===== config.mk =====
export PLATFORM = sky130hd
export DESIGN_NAME = prog_timeout_timer
export DESIGN_NICKNAME = d
export VERILOG_FILES = /design/src/rtl/prog_timer_pkg.sv /design/src/rtl/tick_prescaler.sv /design/src/rtl/prog_timeout_timer.sv
export SDC_FILE = /design/constraint.sdc
export NUM_CORES = 1
export LEC_CHECK = 0
export ABC_AREA = 1
export CAP_MARGIN = 10
export CORE_ASPECT_RATIO = 1.1
export CORE_MARGIN = 5
export CORE_UTILIZATION = 50
export CTS_BUF_LIST = sky130_fd_sc_hd__clkbuf_2 sky130_fd_sc_hd__clkbuf_4 sky130_fd_sc_hd__clkbuf_8
export DETAILED_ROUTE_END_ITERATION = 10
export PLACE_DENSITY = 0.74
export SLEW_MARGIN = 20
export SYNTH_ARGS = -nofsm -noshare
export SYNTH_HDL_FRONTEND = slang
export SYNTH_SLANG_ARGS = --single-unit

===== constraint.sdc =====
create_clock -name clk -period 2.2 [get_ports clk]
set_clock_uncertainty 0.15 [all_clocks]
set_input_delay 0.44 -clock clk [delete_from_list [all_inputs] [get_ports clk]]
set_output_delay 0.44 -clock clk [all_outputs]
set_load 0.01 [all_outputs]

===== src/rtl/prog_timer_pkg.sv =====
// prog_timer_pkg: shared types and constants for the programmable timeout timer.
//   state_t        : timer FSM states (ST_IDLE, ST_RUN)
//   TICK_DIV_1MS   : default prescaler divide (1 ms base tick at 1 MHz)
//   CNT_W_DEF      : default tick-count width
//   presc_width()  : prescaler counter width for a given divide ratio
package prog_timer_pkg;

  typedef enum logic {
    ST_IDLE,
    ST_RUN
  } state_t;

  localparam int unsigned TICK_DIV_1MS = 1000;
  localparam int unsigned CNT_W_DEF    = 16;

  function automatic int unsigned presc_width(input int unsigned div);
    return (div < 2) ? 1 : $clog2(div);
  endfunction

endpackage


===== src/rtl/tick_prescaler.sv =====
// tick_prescaler: divides clk by TICK_DIV while run is high, emitting a base tick.
//   clk   : system clock
//   rst   : asynchronous active-low reset
//   run   : advance the prescaler (timer running and enabled)
//   clear : synchronous clear to 0, overrides run
//   tick  : one-cycle pulse in the cycle the prescaler wraps from TICK_DIV-1 to 0
module tick_prescaler
  import prog_timer_pkg::*;
#(
  parameter int unsigned TICK_DIV = TICK_DIV_1MS
) (
  input  logic clk,
  input  logic rst,
  input  logic run,
  input  logic clear,
  output logic tick
);

  localparam int unsigned PW = presc_width(TICK_DIV);
  localparam logic [PW-1:0] LAST = PW'(TICK_DIV - 1);

  logic [PW-1:0] cnt;

  always_ff @(posedge clk or negedge rst) begin
    if (!rst) begin
      cnt <= '0;
    end else if (clear) begin
      cnt <= '0;
    end else if (run) begin
      cnt <= (cnt == LAST) ? '0 : cnt + PW'(1);
    end
  end

  // Tick is decoded from the registered count so it coincides with the wrap edge.
  assign tick = run && !clear && (cnt == LAST);

endmodule


===== src/rtl/prog_timeout_timer.sv =====
// prog_timeout_timer: prescaled, loadable down-counter with one-shot / periodic modes.
//   clk        : system clock
//   rst        : asynchronous active-low reset
//   enable     : high = count, low = pause (start/stop still honoured)
//   start      : load load_val/periodic and (re)start counting
//   stop       : abort to idle; wins over start
//   periodic   : sampled with start, 1 = auto-reload
//   load_val   : ticks to timeout, 0 treated as 1
//   timeout    : one-cycle registered pulse at expiry
//   busy       : registered, high while running
//   remaining  : ticks left in the current period, 0 when idle
// Optional (PROG_TIMER_STICKY_EN defined):
//   clr_flag     : clears timeout_flag
//   timeout_flag : sticky record of any timeout; set wins over clear
module prog_timeout_timer
  import prog_timer_pkg::*;
#(
  parameter int unsigned TICK_DIV = TICK_DIV_1MS,
  parameter int unsigned CNT_W    = CNT_W_DEF
) (
  input  logic             clk,
  input  logic             rst,
  input  logic             enable,
  input  logic             start,
  input  logic             stop,
  input  logic             periodic,
  input  logic [CNT_W-1:0] load_val,
`ifdef PROG_TIMER_STICKY_EN
  input  logic             clr_flag,
  output logic             timeout_flag,
`endif
  output logic             timeout,
  output logic             busy,
  output logic [CNT_W-1:0] remaining
);

  state_t           state;
  logic             mode_periodic;
  logic [CNT_W-1:0] reload;
  logic [CNT_W-1:0] eff_load;
  logic             run;
  logic             tick;
  logic             expire;

  assign eff_load = (load_val == '0) ? CNT_W'(1) : load_val;
  assign run      = (state == ST_RUN) && enable;
  // Expiry is suppressed by stop or start on the same edge.
  assign expire   = (state == ST_RUN) && tick && !stop && !start &&
                    (remaining <= CNT_W'(1));

  tick_prescaler #(
    .TICK_DIV(TICK_DIV)
  ) u_presc (
    .clk  (clk),
    .rst  (rst),
    .run  (run),
    .clear(start || stop),
    .tick (tick)
  );

  always_ff @(posedge clk or negedge rst) begin
    if (!rst) begin
      state         <= ST_IDLE;
      mode_periodic <= 1'b0;
      reload        <= '0;
      remaining     <= '0;
      timeout       <= 1'b0;
      busy          <= 1'b0;
    end else begin
      timeout <= 1'b0;
      if (stop) begin
        state     <= ST_IDLE;
        remaining <= '0;
        busy      <= 1'b0;
      end else if (start) begin
        state         <= ST_RUN;
        reload        <= eff_load;
        remaining     <= eff_load;
        mode_periodic <= periodic;
        busy          <= 1'b1;
      end else if (expire) begin
        timeout <= 1'b1;
        if (mode_periodic) begin
          remaining <= reload;
        end else begin
          state     <= ST_IDLE;
          remaining <= '0;
          busy      <= 1'b0;
        end
      end else if ((state == ST_RUN) && tick) begin
        remaining <= remaining - CNT_W'(1);
      end
    end
  end

`ifdef PROG_TIMER_STICKY_EN
  // Set from the expiry condition so the flag rises together with the pulse.
  always_ff @(posedge clk or negedge rst) begin
    if (!rst) begin
      timeout_flag <= 1'b0;
    end else if (expire) begin
      timeout_flag <= 1'b1;
    end else if (clr_flag) begin
      timeout_flag <= 1'b0;
    end
  end
`endif

endmodule


==> impl_summary.txt <==
----------------------------------------------------
[Outcome]
  Run status ... finished clean

[Cells and area]
  Storage element area ... 1126 sq um
  Layout cell share with drive strength beyond 1 ... 10.78%
  Fill cell count ... 520
  # nets final ... 488
  Multi-input gate area in the final layout ... 1562 sq um
  Antenna Diode Count ... 0
  Final core utilization ... 62.16%
  Layout-stage area growth over the synthesis result ... 22.35%

[Synth]
  Synth area leader ... dfrtp_1
  Most numerous cell in the Yosys netlist ... nand2_1
  Post-synth ARST share ... 100.0%
  Total standard cell area after synthesis ... 2894 sq um
  Mean area per synthesized cell ... 6.974 sq um
  Part of the Yosys area used for sequential elements ... 38.91%
  Area fraction of the dominant cell type after synthesis ... 38.91%
  Synth top cells by count ... nand2_1, nor2_1, dfrtp_1, nand3_1, inv_1
  Post-synth cell types ... 32
  EDFF count, synth ... 0
  Largest cells by area after synthesis ... dfrtp_1, nand2_1, nand3_1
  Yosys reg bits ... 45
  Count of warnings emitted by yosys ... 0
  Synthesized Nets ... 440
  Number of instances in the synthesized netlist ... 415
  Most used DFF post-synth ... dfrtp_1

[Floorplan]
  Core outline area ... 5697 sq um
  Number of cell rows ... 29
  Initial core utilization ... 50.80%
  I/O pin cnt ... 40
  Die Footprint ... 7411 sq um
  Width of the die ... 82.54 microns
  Chip height ... 89.79 microns

[Hold path]
  Type of the most critical hold path ... reg -> reg

[Clock tree]
  Sink count of the clock tree ... 45
  Insertion delay of the later-clocked pin in the worst-skew pair ... 0.29 ns
  Clock-pin slew of the registers on the worst-case setup and hold paths ... 0.09 ns
  Total clock buffers created by CTS ... 5
  Clk Tree Root Cell ... clkbuf_8
  Setup fix buffers added after clock tree synthesis ... 0
  Maximum buffer depth of the clock tree ... 2
  # H-tree levels ... 2
  TritonCTS clock tree ... built

[STA]
  Worst slew margin relative to its limit ... 57.65%
  Period utilisation layout ... 90.73%
  Post-layout minimum cycle time ... 1.996 ns
  Transition at the pin with the smallest max-transition slack ... 0.6353 ns
  Maximum clock frequency ... 501.0 MHz
  Final total negative setup slack ... 0 ns
  Total of endpoints with negative setup slack in the final report ... 0
  Hold Vio Cnt, Final ... 0
  Hold Slack ... 0.3256 ns
  Pins Over Slew Limit ... 0
  RSZ-0062 raised after global routing ... false

[Global route]
  All-layer global routing usage ... 20.83%
  Pin count of the biggest net entering global routing ... 33
  Initial antenna violation count ... 0
  Total global routing overflow ... 0
  Vias in the first global route ... 2662
  Global-route wire length before repair ... 12390 microns

[Setup path]
  Critical path type ... reg -> reg
  Data arrival time at the worst-slack endpoint ... 2.07 ns
  Highest fanout seen on the critical path ... 15
  Kind of start point of the critical path ... flip-flop
  Crit path required time ... 2.27 ns
  Worst setup EP type ... flip-flop

[Place]
  I/O Buffers ... 39
  Routability congestion estimate from global placement ... 0.8527
  DP Wirelength ... 5595 microns

[Power and ir drop]
  Pwr dens ... 622.1 nW/um^2
  IR Drop Worst-Case VDD ... 469.9 uV
  Static leakage power ... 1.681 nW
  Sum of internal, switching and leakage power ... 2.203 mW

[Routing]
  Via density per instance ... 5.220
  Vias after detailed routing ... 2824
  Final Routed Wirelength ... 7335 microns
  Post-route DRC ... 0
  Number of nets still failing antenna checks after routing ... 0
  Detailed router's first-iteration violation count ... 205
  Drt wl/cell ... 13.56 microns
  DR pass1 iterations ... 5

[Run]
  Maxcap violations ... 0

----------------------------------------------------
==> stage by stage <==
step           worst slack [ns]  std cells  area, sq um
2_1_floorplan            0.4825        415         2894
3_3_place_gp            0.01304        532         3411
3_5_place_dp          -0.008655        532         3411
4_1_cts                  0.2265        541         3541
5_1_grt                 0.08208        541         3541
6_report                 0.2040        541         3541
==> flip-flops by register name, indices dropped and copies added (netlist names) <==
| signal | cells |
|---|---|
| reload | 16 |
| remaining | 16 |
| u_presc.cnt | 10 |
| mode_periodic | 1 |
| state | 1 |
| timeout | 1 |
==> worst max-delay path, stage by stage, from the launching register on <==
cell     delay (ns)
dfrtp_1        0.47
ha_1           0.25
nand2_1        0.11
inv_2          0.07
nand3_4        0.13
nor2_8         0.08
nor2_4         0.39
a21oi_1        0.12
a21oi_1        0.17
==> cell type report <==
| class | count | area share, % |
|---|---|---|
| Clock buffer | 7 | 2.544 |
| Clock inverter | 1 | 0.8481 |
| Inverter | 35 | 3.710 |
| Multi-Input combinational cell | 323 | 44.10 |
| Sequential cell | 45 | 31.80 |
| Tap cell | 77 | 2.721 |
| Timing Repair Buffer | 53 | 14.28 |
==> layout by cell type (no fill, tap or decap), drive strengths merged, types with 4 or more instances in the layout <==
| cell | synthesis | final |
|---|---|---|
| dfrtp | 45 | 45 |
| clkdlybuf4s50 | 0 | 38 |
| inv | 33 | 33 |
| nor2 | 65 | 65 |
| a21oi | 32 | 32 |
| nand3 | 47 | 47 |
| xnor2 | 5 | 5 |
| buf | 9 | 14 |
| xor2 | 4 | 4 |
| nand2 | 147 | 147 |
| clkbuf | 3 | 7 |
| o21ai | 9 | 9 |
==> repair_timing <==
item                      CTS  global route
resized for setup           0             0
hold endpoints to repair   16             0
hold buffers                1             0
==> worst paths after layout <==
kind | startpoint | endpoint | slack, ns | cells after the start
max in group asynchronous | rst | remaining[12] | 0.85 | 3
max | u_presc.cnt[0] | remaining[12] | 0.20 | 8
max reg2reg | u_presc.cnt[0] | remaining[12] | 0.20 | 8
min | reload[7] | reload[7] | 0.33 | 2
min reg2reg | reload[7] | reload[7] | 0.33 | 2
min in group asynchronous | rst | remaining[7] | 0.47 | 2
==> kinds of logic (layout without fill, tap and decap cells) <==
family,count (synthesis),count (layout),synth area share [%]
simple gates,263,263,39.43
flops,45,45,38.91
xor+xnor,9,9,2.724
compound gates,48,48,10.51
fa+ha+maj,3,3,1.297
buf+inv,47,96,7.134
==> power by group <==
group / switching (mW) / internal, mW / total (mW)
combinational: 0.288 / 0.235 / 0.523
sequential: 0.111 / 0.910 / 1.02
clock: 0.277 / 0.383 / 0.660
total: 0.675 / 1.53 / 2.20
==> layer usage <==
layer,up-vias,share of wire (%),global-route usage [%]
li1,1415,-,-
met1,1318,46,30.33
met2,86,48,32.82
met3,5,5.0,3.200
met4,0,0.46,3.951
met5,-,0,0
(Power assumes the default switching activity.)
